==> src/rtl/cpu_pkg.sv <==
// ---------------------------------------------------------------------------
// cpu_pkg
// Shared definitions for the RV32I multi-cycle control path.
//   - RV32I major opcode values (instr[6:0])
//   - state_t      : sequencer FSM states
//   - op_class_t   : decoded opcode class
//   - fault_cause_t: encoding reported on fault_cause
// ---------------------------------------------------------------------------
`timescale 1ns/1ps
package cpu_pkg;

  localparam logic [6:0] OPC_LOAD   = 7'b0000011;
  localparam logic [6:0] OPC_STORE  = 7'b0100011;
  localparam logic [6:0] OPC_BRANCH = 7'b1100011;
  localparam logic [6:0] OPC_SYSTEM = 7'b1110011;
  localparam logic [6:0] OPC_OP     = 7'b0110011;
  localparam logic [6:0] OPC_OP_IMM = 7'b0010011;
  localparam logic [6:0] OPC_LUI    = 7'b0110111;
  localparam logic [6:0] OPC_AUIPC  = 7'b0010111;
  localparam logic [6:0] OPC_JAL    = 7'b1101111;
  localparam logic [6:0] OPC_JALR   = 7'b1100111;

  typedef enum logic [2:0] {
    ST_RESET_WAIT,
    ST_FETCH,
    ST_DECODE,
    ST_EXECUTE,
    ST_MEMORY,
    ST_WRITEBACK,
    ST_HALT,
    ST_FAULT
  } state_t;

  typedef enum logic [2:0] {
    CLS_ALU,
    CLS_LOAD,
    CLS_STORE,
    CLS_BRANCH,
    CLS_SYSTEM,
    CLS_ILLEGAL
  } op_class_t;

  typedef enum logic [1:0] {
    CAUSE_NONE         = 2'd0,
    CAUSE_ILLEGAL      = 2'd1,
    CAUSE_IMEM_TIMEOUT = 2'd2,
    CAUSE_DMEM_TIMEOUT = 2'd3
  } fault_cause_t;

endpackage

==> src/rtl/stage_sequencer_if.sv <==
// ---------------------------------------------------------------------------
// stage_sequencer_if
// Request/ready handshake between the stage sequencer and the instruction
// and data memories.
//   imem_req   : fetch request            (sequencer -> imem)
//   imem_ready : instruction data valid   (imem -> sequencer)
//   dmem_req   : data access request      (sequencer -> dmem)
//   dmem_we    : data access is a store   (sequencer -> dmem)
//   dmem_ready : data access done         (dmem -> sequencer)
// master = sequencer side, slave = memory side.
// ---------------------------------------------------------------------------
`timescale 1ns/1ps
interface stage_sequencer_if;

  logic imem_req;
  logic imem_ready;
  logic dmem_req;
  logic dmem_we;
  logic dmem_ready;

  modport master (
    output imem_req,
    output dmem_req,
    output dmem_we,
    input  imem_ready,
    input  dmem_ready
  );

  modport slave (
    input  imem_req,
    input  dmem_req,
    input  dmem_we,
    output imem_ready,
    output dmem_ready
  );

endinterface

==> src/rtl/opcode_classifier.sv <==
// ---------------------------------------------------------------------------
// opcode_classifier
// Purely combinational map from the 7-bit RV32I major opcode to its
// control class. Unknown encodings map to CLS_ILLEGAL.
//   opcode   in  7 : instr[6:0]
//   op_class out   : decoded class
// ---------------------------------------------------------------------------
`timescale 1ns/1ps
module opcode_classifier
  import cpu_pkg::*;
(
  input  logic [6:0] opcode,
  output op_class_t  op_class
);

  always_comb begin
    case (opcode)
      OPC_LOAD:   op_class = CLS_LOAD;
      OPC_STORE:  op_class = CLS_STORE;
      OPC_BRANCH: op_class = CLS_BRANCH;
      OPC_SYSTEM: op_class = CLS_SYSTEM;
      OPC_OP, OPC_OP_IMM, OPC_LUI, OPC_AUIPC, OPC_JAL, OPC_JALR:
                  op_class = CLS_ALU;
      default:    op_class = CLS_ILLEGAL;
    endcase
  end

endmodule

==> src/rtl/stage_sequencer.sv <==
// ---------------------------------------------------------------------------
// stage_sequencer
// Multi-cycle control FSM for the RV32I core: steps each instruction through
// FETCH, DECODE, EXECUTE, MEMORY and WRITEBACK, handshakes with instruction
// and data memory, and is the only source of register-bank write enables.
//
// Parameters
//   MEM_TIMEOUT : consecutive unanswered request edges before a fault
//                 (0 disables the timeout)
// Ports
//   stage_clk        in  : stage clock
//   reset            in  : asynchronous, active-high reset
//   opcode           in 7: instr[6:0] from the IR, valid from DECODE onward
//   mem              if  : imem/dmem request/ready handshake (master)
//   ir_en            out : latch the fetched instruction into the IR
//   pc_en            out : update the PC (end of instruction)
//   save_to_reg      out : register-bank write from the ALU
//   save_from_memory out : register-bank write from memory
//   halt             out : stopped on SYSTEM
//   fault            out : stopped on an error
//   fault_cause      out 2: 0 none, 1 illegal, 2 imem timeout, 3 dmem timeout
//   retired_count    out 32: instructions completed (wraps)
// ---------------------------------------------------------------------------
`timescale 1ns/1ps
module stage_sequencer
  import cpu_pkg::*;
#(
  parameter int MEM_TIMEOUT = 15
) (
  input  logic                stage_clk,
  input  logic                reset,
  input  logic [6:0]          opcode,
  stage_sequencer_if.master   mem,
  output logic                ir_en,
  output logic                pc_en,
  output logic                save_to_reg,
  output logic                save_from_memory,
  output logic                halt,
  output logic                fault,
  output logic [1:0]          fault_cause,
  output logic [31:0]         retired_count
);

  // A zero timeout still needs a legal one-bit counter.
  localparam int TMO_W = (MEM_TIMEOUT > 0) ? $clog2(MEM_TIMEOUT + 1) : 1;
  localparam logic [TMO_W-1:0] TMO_LAST = TMO_W'((MEM_TIMEOUT > 0) ? MEM_TIMEOUT - 1 : 0);

  state_t       state;
  state_t       state_next;
  op_class_t    dec_class;
  op_class_t    cls_q;
  fault_cause_t cause_q;
  fault_cause_t cause_next;
  logic [TMO_W-1:0] tmo_cnt;
  logic         mem_wait;
  logic         tmo_expired;

  opcode_classifier u_classifier (
    .opcode   (opcode),
    .op_class (dec_class)
  );

  // Waiting on an unanswered request; the edge that would bring the counter
  // to MEM_TIMEOUT is the faulting edge, unless ready arrives on it.
  always_comb begin
    mem_wait = 1'b0;
    if (state == ST_FETCH)
      mem_wait = !mem.imem_ready;
    else if (state == ST_MEMORY)
      mem_wait = !mem.dmem_ready;
    tmo_expired = (MEM_TIMEOUT != 0) && mem_wait && (tmo_cnt == TMO_LAST);
  end

  // State register plus the class and fault cause that travel with it.
  always_ff @(posedge stage_clk or posedge reset) begin
    if (reset) begin
      state   <= ST_RESET_WAIT;
      cls_q   <= CLS_ALU;
      cause_q <= CAUSE_NONE;
    end else begin
      state   <= state_next;
      cause_q <= cause_next;
      if (state == ST_DECODE)
        cls_q <= dec_class;
    end
  end

  // Next-state logic.
  always_comb begin
    state_next = state;
    cause_next = cause_q;
    case (state)
      ST_RESET_WAIT: state_next = ST_FETCH;
      ST_FETCH: begin
        if (mem.imem_ready) begin
          state_next = ST_DECODE;
        end else if (tmo_expired) begin
          state_next = ST_FAULT;
          cause_next = CAUSE_IMEM_TIMEOUT;
        end
      end
      ST_DECODE: begin
        case (dec_class)
          CLS_ILLEGAL: begin
            state_next = ST_FAULT;
            cause_next = CAUSE_ILLEGAL;
          end
          CLS_SYSTEM: state_next = ST_HALT;
          default:    state_next = ST_EXECUTE;
        endcase
      end
      ST_EXECUTE: begin
        case (cls_q)
          CLS_LOAD, CLS_STORE: state_next = ST_MEMORY;
          CLS_BRANCH:          state_next = ST_FETCH;
          default:             state_next = ST_WRITEBACK;
        endcase
      end
      ST_MEMORY: begin
        if (mem.dmem_ready) begin
          state_next = (cls_q == CLS_STORE) ? ST_FETCH : ST_WRITEBACK;
        end else if (tmo_expired) begin
          state_next = ST_FAULT;
          cause_next = CAUSE_DMEM_TIMEOUT;
        end
      end
      ST_WRITEBACK: state_next = ST_FETCH;
      ST_HALT:      state_next = ST_HALT;
      ST_FAULT:     state_next = ST_FAULT;
      default:      state_next = ST_RESET_WAIT;
    endcase
  end

  // Output decode. Only ir_en and the store-completion pc_en look at ready.
  always_comb begin
    mem.imem_req     = 1'b0;
    mem.dmem_req     = 1'b0;
    mem.dmem_we      = 1'b0;
    ir_en            = 1'b0;
    pc_en            = 1'b0;
    save_to_reg      = 1'b0;
    save_from_memory = 1'b0;
    halt             = 1'b0;
    fault            = 1'b0;
    case (state)
      ST_FETCH: begin
        mem.imem_req = 1'b1;
        ir_en        = mem.imem_ready;
      end
      ST_EXECUTE: pc_en = (cls_q == CLS_BRANCH);
      ST_MEMORY: begin
        mem.dmem_req = 1'b1;
        mem.dmem_we  = (cls_q == CLS_STORE);
        pc_en        = mem.dmem_ready && (cls_q == CLS_STORE);
      end
      ST_WRITEBACK: begin
        pc_en = 1'b1;
        if (cls_q == CLS_LOAD)
          save_from_memory = 1'b1;
        else
          save_to_reg = 1'b1;
      end
      ST_HALT:  halt  = 1'b1;
      ST_FAULT: fault = 1'b1;
      default: ;
    endcase
  end

  assign fault_cause = cause_q;

  // Timeout counter restarts whenever a new state is entered.
  always_ff @(posedge stage_clk or posedge reset) begin
    if (reset)
      tmo_cnt <= '0;
    else if (state_next != state)
      tmo_cnt <= '0;
    else if (mem_wait)
      tmo_cnt <= tmo_cnt + TMO_W'(1);
  end

  // Retire counter: one per PC update.
  always_ff @(posedge stage_clk or posedge reset) begin
    if (reset)
      retired_count <= 32'd0;
    else if (pc_en)
      retired_count <= retired_count + 32'd1;
  end

endmodule

==> src/flat_wrapper.sv <==
// flat-port wrapper written by rule: the top's interface ports become plain ports
module stage_sequencer_flat import cpu_pkg::*;
#(
  parameter int MEM_TIMEOUT = 15
)
  (stage_clk, reset, opcode, ir_en, pc_en, save_to_reg, save_from_memory, halt, fault, fault_cause, retired_count, mem_imem_req, mem_dmem_req, mem_dmem_we, mem_imem_ready, mem_dmem_ready);
  stage_sequencer_if mem_i ();
  input  logic stage_clk;
  input  logic reset;
  input  logic [6:0] opcode;
  output logic ir_en;
  output logic pc_en;
  output logic save_to_reg;
  output logic save_from_memory;
  output logic halt;
  output logic fault;
  output logic [1:0] fault_cause;
  output logic [31:0] retired_count;
  output wire logic [$bits(mem_i.imem_req)-1:0] mem_imem_req;
  output wire logic [$bits(mem_i.dmem_req)-1:0] mem_dmem_req;
  output wire logic [$bits(mem_i.dmem_we)-1:0] mem_dmem_we;
  input wire logic [$bits(mem_i.imem_ready)-1:0] mem_imem_ready;
  input wire logic [$bits(mem_i.dmem_ready)-1:0] mem_dmem_ready;
  assign mem_imem_req = mem_i.imem_req;
  assign mem_dmem_req = mem_i.dmem_req;
  assign mem_dmem_we = mem_i.dmem_we;
  assign mem_i.imem_ready = mem_imem_ready;
  assign mem_i.dmem_ready = mem_dmem_ready;
  stage_sequencer #(.MEM_TIMEOUT(MEM_TIMEOUT)) u_core (.stage_clk(stage_clk), .reset(reset), .opcode(opcode), .mem(mem_i), .ir_en(ir_en), .pc_en(pc_en), .save_to_reg(save_to_reg), .save_from_memory(save_from_memory), .halt(halt), .fault(fault), .fault_cause(fault_cause), .retired_count(retired_count));
endmodule
==> config.mk <==
export PLATFORM = sky130hd
export DESIGN_NAME = stage_sequencer_flat
export DESIGN_NICKNAME = d
export VERILOG_FILES = /design/src/rtl/cpu_pkg.sv /design/src/rtl/stage_sequencer_if.sv /design/src/rtl/opcode_classifier.sv /design/src/rtl/stage_sequencer.sv /design/src/flat_wrapper.sv
export SDC_FILE = /design/constraint.sdc
export NUM_CORES = 1
export LEC_CHECK = 0
export ABC_AREA = 1
export BUFFER_PORTS_ARGS = -buffer_cell sky130_fd_sc_hd__buf_4
export CAP_MARGIN = 20
export CORE_ASPECT_RATIO = 0.6
export CORE_MARGIN = 4
export CORE_UTILIZATION = 45
export CTS_BUF_LIST = sky130_fd_sc_hd__clkbuf_4 sky130_fd_sc_hd__clkbuf_8
export CTS_CLUSTER_SIZE = 30
export DETAILED_ROUTE_END_ITERATION = 8
export PLACE_DENSITY = 0.68
export SLEW_MARGIN = 10
export SYNTH_ARGS = -nofsm -noshare
export SYNTH_HDL_FRONTEND = slang
export SYNTH_SLANG_ARGS = --single-unit
==> constraint.sdc <==
create_clock -name stage_clk -period 1.76 [get_ports stage_clk]
set_input_delay 0.352 -clock stage_clk [delete_from_list [all_inputs] [get_ports stage_clk]]
set_output_delay 0.352 -clock stage_clk [all_outputs]
set_load 0.01 [all_outputs]
==> impl_metrics.ini, run 1 <==
[outcome]
status = finished, violations left
failed_checks = setup timing

[yosys]
netlist_top_cells_area = dfrtp_1 42%, nand2_1 11%, xor2_1 6.7%
syn-num-nets = 337
syn-mean-instance-area_um2 = 8.15
synth_most_common_cell = nand2_1
syn_area_um2 = 2630
synth-async-reset-ratio_pct = 100
ys_warn_count = 0
synth_flop_cell = dfrtp_1
synth_edf_count = 0
yosys.area.top_type = dfrtp_1
ys_ff_latch = 44
synth_top_area_share_pct = 41.8
synthTopCellsByCount = 74 x nand2_1, 44 x dfrtp_1, 42 x nor2_1
syn_inst = 323
synth_cell_types = 30
ys_seq_area_share_pct = 41.8

[timing]
finalHoldViolCount = 0
drv_slew = 0
setup_violations = 2
rsz0062_at_grt = true
setup_ws_ns = -0.0317
relSlewSlack_pct = 77.5
max_freq_mhz = 558
finClkSkew_ns = 0.0109
tns_ns = -0.0405
fin_crit_sh_pct = 102
min_period_ns = 1.79
worstMarginPinSlew_ns = 0.334

[finish]
multi_input_area_um2 = 1550
seqCellArea_um2 = 1110
drive_gt1_share_pct = 38.8
final_core_util_pct = 66.4
fill_cells = 462
syn2layout_area_growth_pct = 41.9
diodes = 0
design_area_um2 = 3730
nNetsFinal = 433

[cts]
cts_tree = yes
cts_made_buffers = 5
insertion_delay_ns = 0.31
clock-root-buffer = clkbuf_8
clock_sinks = 44
cts_buffer_depth = 2
cts.clk_slew.worst_paths_ns = 0.09
hold_buffers = 0
h-tree-depth = 2

[die]
die_w_um = 107
io_pins = 54
core_area_um2 = 5620
row_count = 21
start_util_pct = 46.8
die_h_um = 67.2
die_area_um2 = 7170

[route]
dr.pass1.iters = 7
wirelength_mm = 7.81
wl_per_cell_um = 15.6
drt-initial-drc-count = 282
post-route-drc-count = 0
avgViaCountPerCell = 5.10
vias = 2551
antenna_left = 0

[global_route]
grt_pass1_vias = 2196
grt_pass1_wl_mm = 11.2
grt_max_degree = 45
grt_overflow = 0
antenna_found_initial = 0
globalRouteTotalUtil_pct = 20.2

[worst_setup_path]
cp_max_fo = 5
worstPathRequired_ns = 1.41
r2r_start = u_core.retired_count[12]$_DFFE_PP0P_
worstSetupEndpointType = output port
path_class = register to output port
crit_arrival_ns = 1.44
startpoint = u_core.state[0]$_DFF_PP0_
reg2reg_slack_ns = -0.01
worst_r2r_path_depth = 10
start_kind = register
r2r-end = u_core.retired_count[27]$_DFFE_PP0P_
crit_end = pc_en

[place]
dpl.hpwl_mm = 5.18
gp_congestion = 0.954
port_buffers = 53
placed_cell_area_um2 = 3250

[min_path]
hp-class = input port to async pin

[power]
p_leak_nw = 1.80
p_total_mw = 4.46
max-vdd-ir-drop_mv = 0.708
p_per_area_nw_per_um2 = 1190

[run]
maxCapViolations = 0
## stage by stage
stage,instances,worst slack [ns],hold slack (ns)
CTS,489,-0.0145,0.0899
global route,500,-0.136,0.119
global placement,470,0.0451,0.418
detailed placement,470,0.0271,0.415
floorplan,323,0.0563,0.497
finish,500,-0.0317,0.0792
## flip-flops by register name, summed over array words and instances, names as in the netlist
name,flops
u_core.fault_cause,2
u_core.retired_count,32
u_core.tmo_cnt,4
u_core.cls_q,3
u_core.state,3
## how the worst min path moves through the flow
stage	startpoint	end	slack, ns	cells past startpoint
global placement	reset	u_core.retired_count[13]$_DFFE_PP0P_	0.42	3
global route	reset	u_core.retired_count[22]$_DFFE_PP0P_	0.12	3
floorplan	u_core.cls_q[1]$_DFFE_PP0P_	u_core.cls_q[1]$_DFFE_PP0P_	0.50	2
finish	reset	u_core.retired_count[18]$_DFFE_PP0P_	0.08	3
detailed placement	reset	u_core.retired_count[16]$_DFFE_PP0P_	0.42	3
CTS	reset	u_core.retired_count[16]$_DFFE_PP0P_	0.09	3
## layout make-up
| cell class | instances | area share, % |
|---|---|---|
| Inverter | 36 | 3.75 |
| Clock buffer | 6 | 2.21 |
| Multi-Input combinational cell | 241 | 41.4 |
| Clock inverter | 2 | 0.402 |
| Sequential cell | 44 | 29.6 |
| Tap cell | 80 | 2.68 |
| Timing Repair Buffer | 91 | 19.9 |
## logic make-up (layout without fill, tap and decap cells)
kind of cell	Yosys count	after routing	synth area share, %
AND/OR/NAND/NOR	188	188	36.5
flip-flops	44	44	41.8
buffers and inverters	38	135	5.52
XOR/XNOR	33	33	11.0
AO/OA/AOI/OAI	17	17	3.71
adder cells (fa/ha/maj)	3	3	1.43
## cells in the final DEF, fill, tap and decap left out, types with 7 or more instances in the layout
cell type / netlist / routed
buf_4: 0 / 81
nand2_1: 74 / 70
dfrtp_1: 44 / 39
nor2_1: 42 / 34
inv_1: 30 / 26
nand3_1: 24 / 21
xor2_1: 20 / 20
xnor2_1: 13 / 13
o21ai_0: 9 / 8
inv_2: 6 / 7
nor2_4: 5 / 7
nor2_2: 1 / 7
nand2_2: 5 / 7
nand4_1: 7 / 7
buf_6: 0 / 7
## metal layers
metal / global-route usage (%) / routed length, um
met4: 4.47 / 74
met3: 3.82 / 628
met2: 26.1 / 3220
met5: 0 / 0
met1: 33.6 / 3890
## worst max-delay path: stages, from the launching register on
cell	delay, ns
dfrtp_2	0.49
inv_4	0.11
nand2_4	0.07
nor2_4	0.10
nand2_2	0.08
nand2_4	0.09
buf_8	0.10
buf_6	0.09
## repair_timing
item,in CTS,in global routing
pin swaps,5,14
buffers inserted,11,11
resized for setup,9,46
cloned,0,0
setup endpoints to repair,1,25
## report_power, final
group	switching [mW]	total (mW)	leakage (nW)	internal, mW
sequential	0.177	1.34	0.556	1.16
clock	0.365	0.683	0.0434	0.318
combinational	1.34	2.43	1.21	1.09
total	1.88	4.46	1.80	2.57
(Power assumes the default switching activity.)
==> run 2, diff against run 1 <==
--- a/config.mk
+++ b/config.mk
@@ -14,7 +14,7 @@
 export CTS_BUF_LIST = sky130_fd_sc_hd__clkbuf_4 sky130_fd_sc_hd__clkbuf_8
 export CTS_CLUSTER_SIZE = 30
 export DETAILED_ROUTE_END_ITERATION = 8
-export PLACE_DENSITY = 0.68
+export PLACE_DENSITY_LB_ADDON = 0.2
 export SLEW_MARGIN = 10
 export SYNTH_ARGS = -nofsm -noshare
 export SYNTH_HDL_FRONTEND = slang
==> run 2 against run 1 <==
The run still ends with setup timing left. Utilization down 1.9 points. Combinational power down 13%. Non-clock buffer count shrank 12. Cell count decreased by 2.4%. Design area decreased by 2.8%. Routed wire length is 14% lower. Maximum frequency barely moved. Highest routed layer unchanged. Critical path depth shrank 1. Count of clock-buffer cells in the layout down 1. Clock power increased by 19%. Sequential cell count unchanged.
==> impl_metrics.ini, run 2 (synthesis results as in run 1) <==
[run]
maxCapViolations = 0

[die]
die_w_um = 107
die_h_um = 67.2
core_area_um2 = 5620
io_pins = 54
die_area_um2 = 7170
start_util_pct = 46.8
row_count = 21

[finish]
layout_commonest_cell = buf_4
largest_reg_flops = 32
fill_cells = 502
diodes = 0
top_register = u_core.retired_count
mostFrequentLayoutCells = 73 x buf_4, 67 x nand2_1, 39 x dfrtp_1
nNetsFinal = 421
syn2layout_area_growth_pct = 37.9
drive_gt1_share_pct = 38.2
reg_top3 = u_core.retired_count: 32 flops, u_core.tmo_cnt: 4 flops

[timing]
holdWs_ns = 0.0808
setup_violations = 1
rsz0062_at_grt = true
finalHoldViolCount = 0
max_freq_mhz = 559
relSlewSlack_pct = 78.8
finClkSkew_ns = 0.0130
drv_slew = 0
setup_ws_ns = -0.0300
tns_ns = -0.0300
fin_crit_sh_pct = 102
worstMarginPinSlew_ns = 0.314
min_period_ns = 1.79

[power]
max-vdd-ir-drop_mv = 0.653
p_per_area_nw_per_um2 = 1170
p_leak_nw = 1.77
p_total_mw = 4.24

[worst_setup_path]
crit_arrival_ns = 1.44
cp_cell_sequence = nand3b_1, nor2_2, nand2_2, nand2_4, buf_8, buf_6
start_kind = register
worst_path_max_delay_cell = dfrtp_1
worstSetupEndpointType = output port
cp_max_fo = 4
critPathMaxStageDelay_ns = 0.42
worstPathRequired_ns = 1.41
path_class = register to output port

[global_route]
grt_pass1_vias = 2193
grt_overflow = 0
grt_max_degree = 45
globalRouteTotalUtil_pct = 19.6
antenna_found_initial = 0
grt_pass1_wl_mm = 11.0

[cts]
clock-root-buffer = clkbuf_8
hold_buffers = 0
clock_sinks = 44
cts.clk_slew.worst_paths_ns = 0.09
cts_tree = yes
h-tree-depth = 2
cts_buffer_depth = 2
cts_made_buffers = 5
insertion_delay_ns = 0.30

[route]
dr.pass1.iters = 4
antenna_left = 0
wl_per_cell_um = 13.8
avgViaCountPerCell = 4.92
wirelength_mm = 6.71
post-route-drc-count = 0
vias = 2400
drt-initial-drc-count = 124

[outcome]
failed_checks = setup timing
status = finished, violations left

[place]
port_buffers = 53
dpl.hpwl_mm = 5.03
gp_congestion = 0.943

[min_path]
hp-class = input port to async pin
## run 2: layout make-up
cell class	instances	area, um^2	share of cell area [%]
multi-input cells	241	1540	42.4
flip-flops and latches	44	1110	30.5
repair buffers	79	628	17.3
inverters	36	140	3.86
well taps	80	100	2.76
clock buffers	5	68.8	1.90
clock inverters	3	46.3	1.28
## run 2: layer usage
metal	up-vias	routed length (um)	part of all wire [%]	track usage, %
li1	1212	-	-	-
met1	1127	3570	53	31.2
met2	57	2750	41	27.0
met3	4	368	5.5	4.68
met4	0	24	0.36	2.55
met5	-	0	0	0
## run 2: what timing repair did
action                                  CTS  global route
pin swaps                                 3             5
endpoints found under the setup margin    3            22
resized for setup                        14            38
buffers inserted                          7             6
cloned                                    0             0
## run 2: worst paths after layout
check	start	slack (ns)	endpoint	depth (start not counted)
worst max-delay path	u_core.cls_q[0]$_DFFE_PP0P_	-0.03	pc_en	6
worst min-delay path	reset	0.08	u_core.tmo_cnt[2]$_DFFE_PP0P_	3
worst max register to register	u_core.cls_q[0]$_DFFE_PP0P_	0.02	u_core.retired_count[27]$_DFFE_PP0P_	11
worst min register to register	u_core.fault_cause[1]$_DFFE_PP0P_	0.49	u_core.fault_cause[1]$_DFFE_PP0P_	2
max in group asynchronous	reset	1.44	u_core.retired_count[0]$_DFFE_PP0P_	3
min in group stage_clk	opcode[5]	0.39	u_core.cls_q[1]$_DFFE_PP0P_	3
## run 2: stage by stage
stage          cell area, um^2  setup WS (ns)  util, %  cells
4_1_cts                   3440        -0.0142     61.1    482
2_1_floorplan             2630         0.0563        -    323
5_1_grt                   3630         -0.111     64.5    488
3_3_place_gp              3230         0.0465     57.4    467
6_report                  3630        -0.0300     64.5    488
3_5_place_dp              3230         0.0155     57.4    467
## run 2: power by group
part	internal, mW	switching [mW]
Combinational	0.899	1.21
Clock	0.428	0.382
Sequential	1.17	0.153
## run 2: worst max-delay path, delay by kind of cell, from the launching register on
family | cells | cell delay [ns]
buffers and inverters | 2 | 0.19
and+or+nand+nor | 4 | 0.53
DFF | 1 | 0.42
==> run 3, diff against run 2 <==
==> constraint.sdc (replaced) <==
create_clock -name stage_clk -period 2.31 [get_ports stage_clk]
set_input_delay 0.462 -clock stage_clk [delete_from_list [all_inputs] [get_ports stage_clk]]
set_output_delay 0.462 -clock stage_clk [all_outputs]
set_load 0.01 [all_outputs]
==> run 3 against run 2 <==
The flow now finishes without violations. Die area stayed put. Non-clock buffer count is 23 lower. Power is 37% lower. Worst setup slack better by 0.31 ns. Global-route usage is 1.4 points lower. Routed wire length is 8.6% lower. Hold slack better by 0.029 ns. Count of clock-buffer cells in the layout stayed put. Critical endpoint unchanged. Largest cell class unchanged. Largest power group unchanged. Highest routed layer is now met3.
==> impl_metrics.ini, run 3 (synthesis results as in run 1) <==
[outcome]
status = complete, no violations

[min_path]
hp-class = input port to async pin

[worst_setup_path]
cp_cell_sequence = inv_2, nand2_2, nor2_4, nand2_2, nand2_4, buf_4
worstPathRequired_ns = 1.85
cp_max_fo = 9
cp_num_buf_inv = 2
start_kind = register
crit_family = simple AND/OR/NAND/NOR gates
worst_path_max_delay_cell = dfrtp_1
path_class = register to output port
crit_top_cell = nand2_2
critPathMaxStageDelay_ns = 0.48
crit_arrival_ns = 1.57
worstSetupEndpointType = output port
reg2reg_slack_ns = 0.43

[cts]
cts.clk_slew.worst_paths_ns = 0.09
cts_tree = yes
post-cts-setup-buffers = 0
clock_sinks = 44
cts_resized = 0
h-tree-depth = 2
cts_made_buffers = 5
clock-root-buffer = clkbuf_8
insertion_delay_ns = 0.30
hold_buffers = 0
cts_buffer_depth = 2

[timing]
min_period_ns = 2.03
finClkSkew_ns = 0.00694
fin_crit_sh_pct = 88.0
setup_violations = 0
rsz0062_at_grt = false
drv_slew = 0
finalHoldViolCount = 0
tns_ns = 0
relSlewSlack_pct = 69.0
max_freq_mhz = 492
worstMarginPinSlew_ns = 0.458

[die]
die_h_um = 67.2
die_w_um = 107
row_count = 21
start_util_pct = 46.8
core_area_um2 = 5620
io_pins = 54
die_area_um2 = 7170

[finish]
multi_input_area_um2 = 1390
diodes = 0
top_register = u_core.retired_count
layout_commonest_cell = nand2_1
fill_cells = 547
largest_reg_flops = 32
reg_top3 = u_core.retired_count: 32 flops, u_core.tmo_cnt: 4 flops
seqCellArea_um2 = 1100
syn2layout_area_growth_pct = 24.1
mostFrequentLayoutCells = 74 x nand2_1, 55 x buf_4, 44 x dfrtp_1
nNetsFinal = 398
drive_gt1_share_pct = 24.7

[global_route]
grt_pass1_wl_mm = 10.3
globalRouteTotalUtil_pct = 18.2
grt_max_degree = 23
grt_pass1_vias = 2108
antenna_found_initial = 0
grt_overflow = 0

[route]
antenna_left = 0
post-route-drc-count = 0
vias = 2289
wirelength_mm = 6.14
wl_per_cell_um = 13.2
avgViaCountPerCell = 4.92
drt-initial-drc-count = 142
dr.pass1.iters = 5

[power]
p_total_mw = 2.68
p_per_area_nw_per_um2 = 820
p_leak_nw = 1.62
max-vdd-ir-drop_mv = 0.421

[place]
dpl.hpwl_mm = 5.01
gp_congestion = 0.902
port_buffers = 53

[run]
maxCapViolations = 0
==> run 3: final timing paths <==
path,end,startpoint,cells after the start
max in group asynchronous,u_core.retired_count[26]$_DFFE_PP0P_,reset,3
min in group stage_clk,u_core.fault_cause[1]$_DFFE_PP0P_,u_core.fault_cause[1]$_DFFE_PP0P_,2
hold / removal,u_core.retired_count[14]$_DFFE_PP0P_,reset,2
hold reg to reg,u_core.fault_cause[1]$_DFFE_PP0P_,u_core.fault_cause[1]$_DFFE_PP0P_,2
setup / recovery,pc_en,u_core.state[0]$_DFF_PP0_,6
setup reg to reg,u_core.retired_count[27]$_DFFE_PP0P_,u_core.state[0]$_DFF_PP0_,11
==> run 3: power by group <==
part / switching (mW) / internal, mW / total, mW
registers: 0.139 / 0.881 / 1.02
clock network: 0.268 / 0.320 / 0.588
logic: 0.671 / 0.399 / 1.07
==> run 3: final cells by class <==
type                    instances  share of cell area [%]
well taps                      80                    3.07
flip-flops and latches         44                    33.7
multi-input cells             241                    42.4
clock buffers                   5                    2.11
clock inverters                 3                    1.30
inverters                      36                    4.14
repair buffers                 56                    13.3
==> run 3: worst register-to-register path, delay by kind of cell, from the launching register on <==
| kind | cells | cell delay [ns] |
|---|---|---|
| AND/OR/NAND/NOR | 9 | 1.02 |
| XOR/XNOR | 1 | 0.13 |
| flip-flops | 1 | 0.48 |
| buffers and inverters | 1 | 0.15 |
==> run 3: routing by layer <==
layer / up-vias / global-route usage, % / wire [um]
met5: - / 0 / 0
met1: 1063 / 29.9 / 3430
li1: 1166 / - / -
met3: 0 / 4.20 / 414
met4: 0 / 2.87 / 0
met2: 60 / 23.9 / 2290
==> run 3: per-stage QoR <==
stage	cells	util [%]	worst slack (ns)	area [um^2]	hold slack, ns
after floorplan	323	-	0.496	2630	0.497
after global placement	457	56.1	0.440	3150	0.443
after detailed placement	457	56.1	0.458	3150	0.440
after CTS	465	58.1	0.276	3270	0.112
after global routing	465	58.1	0.192	3270	0.128
final	465	58.1	0.278	3270	0.109
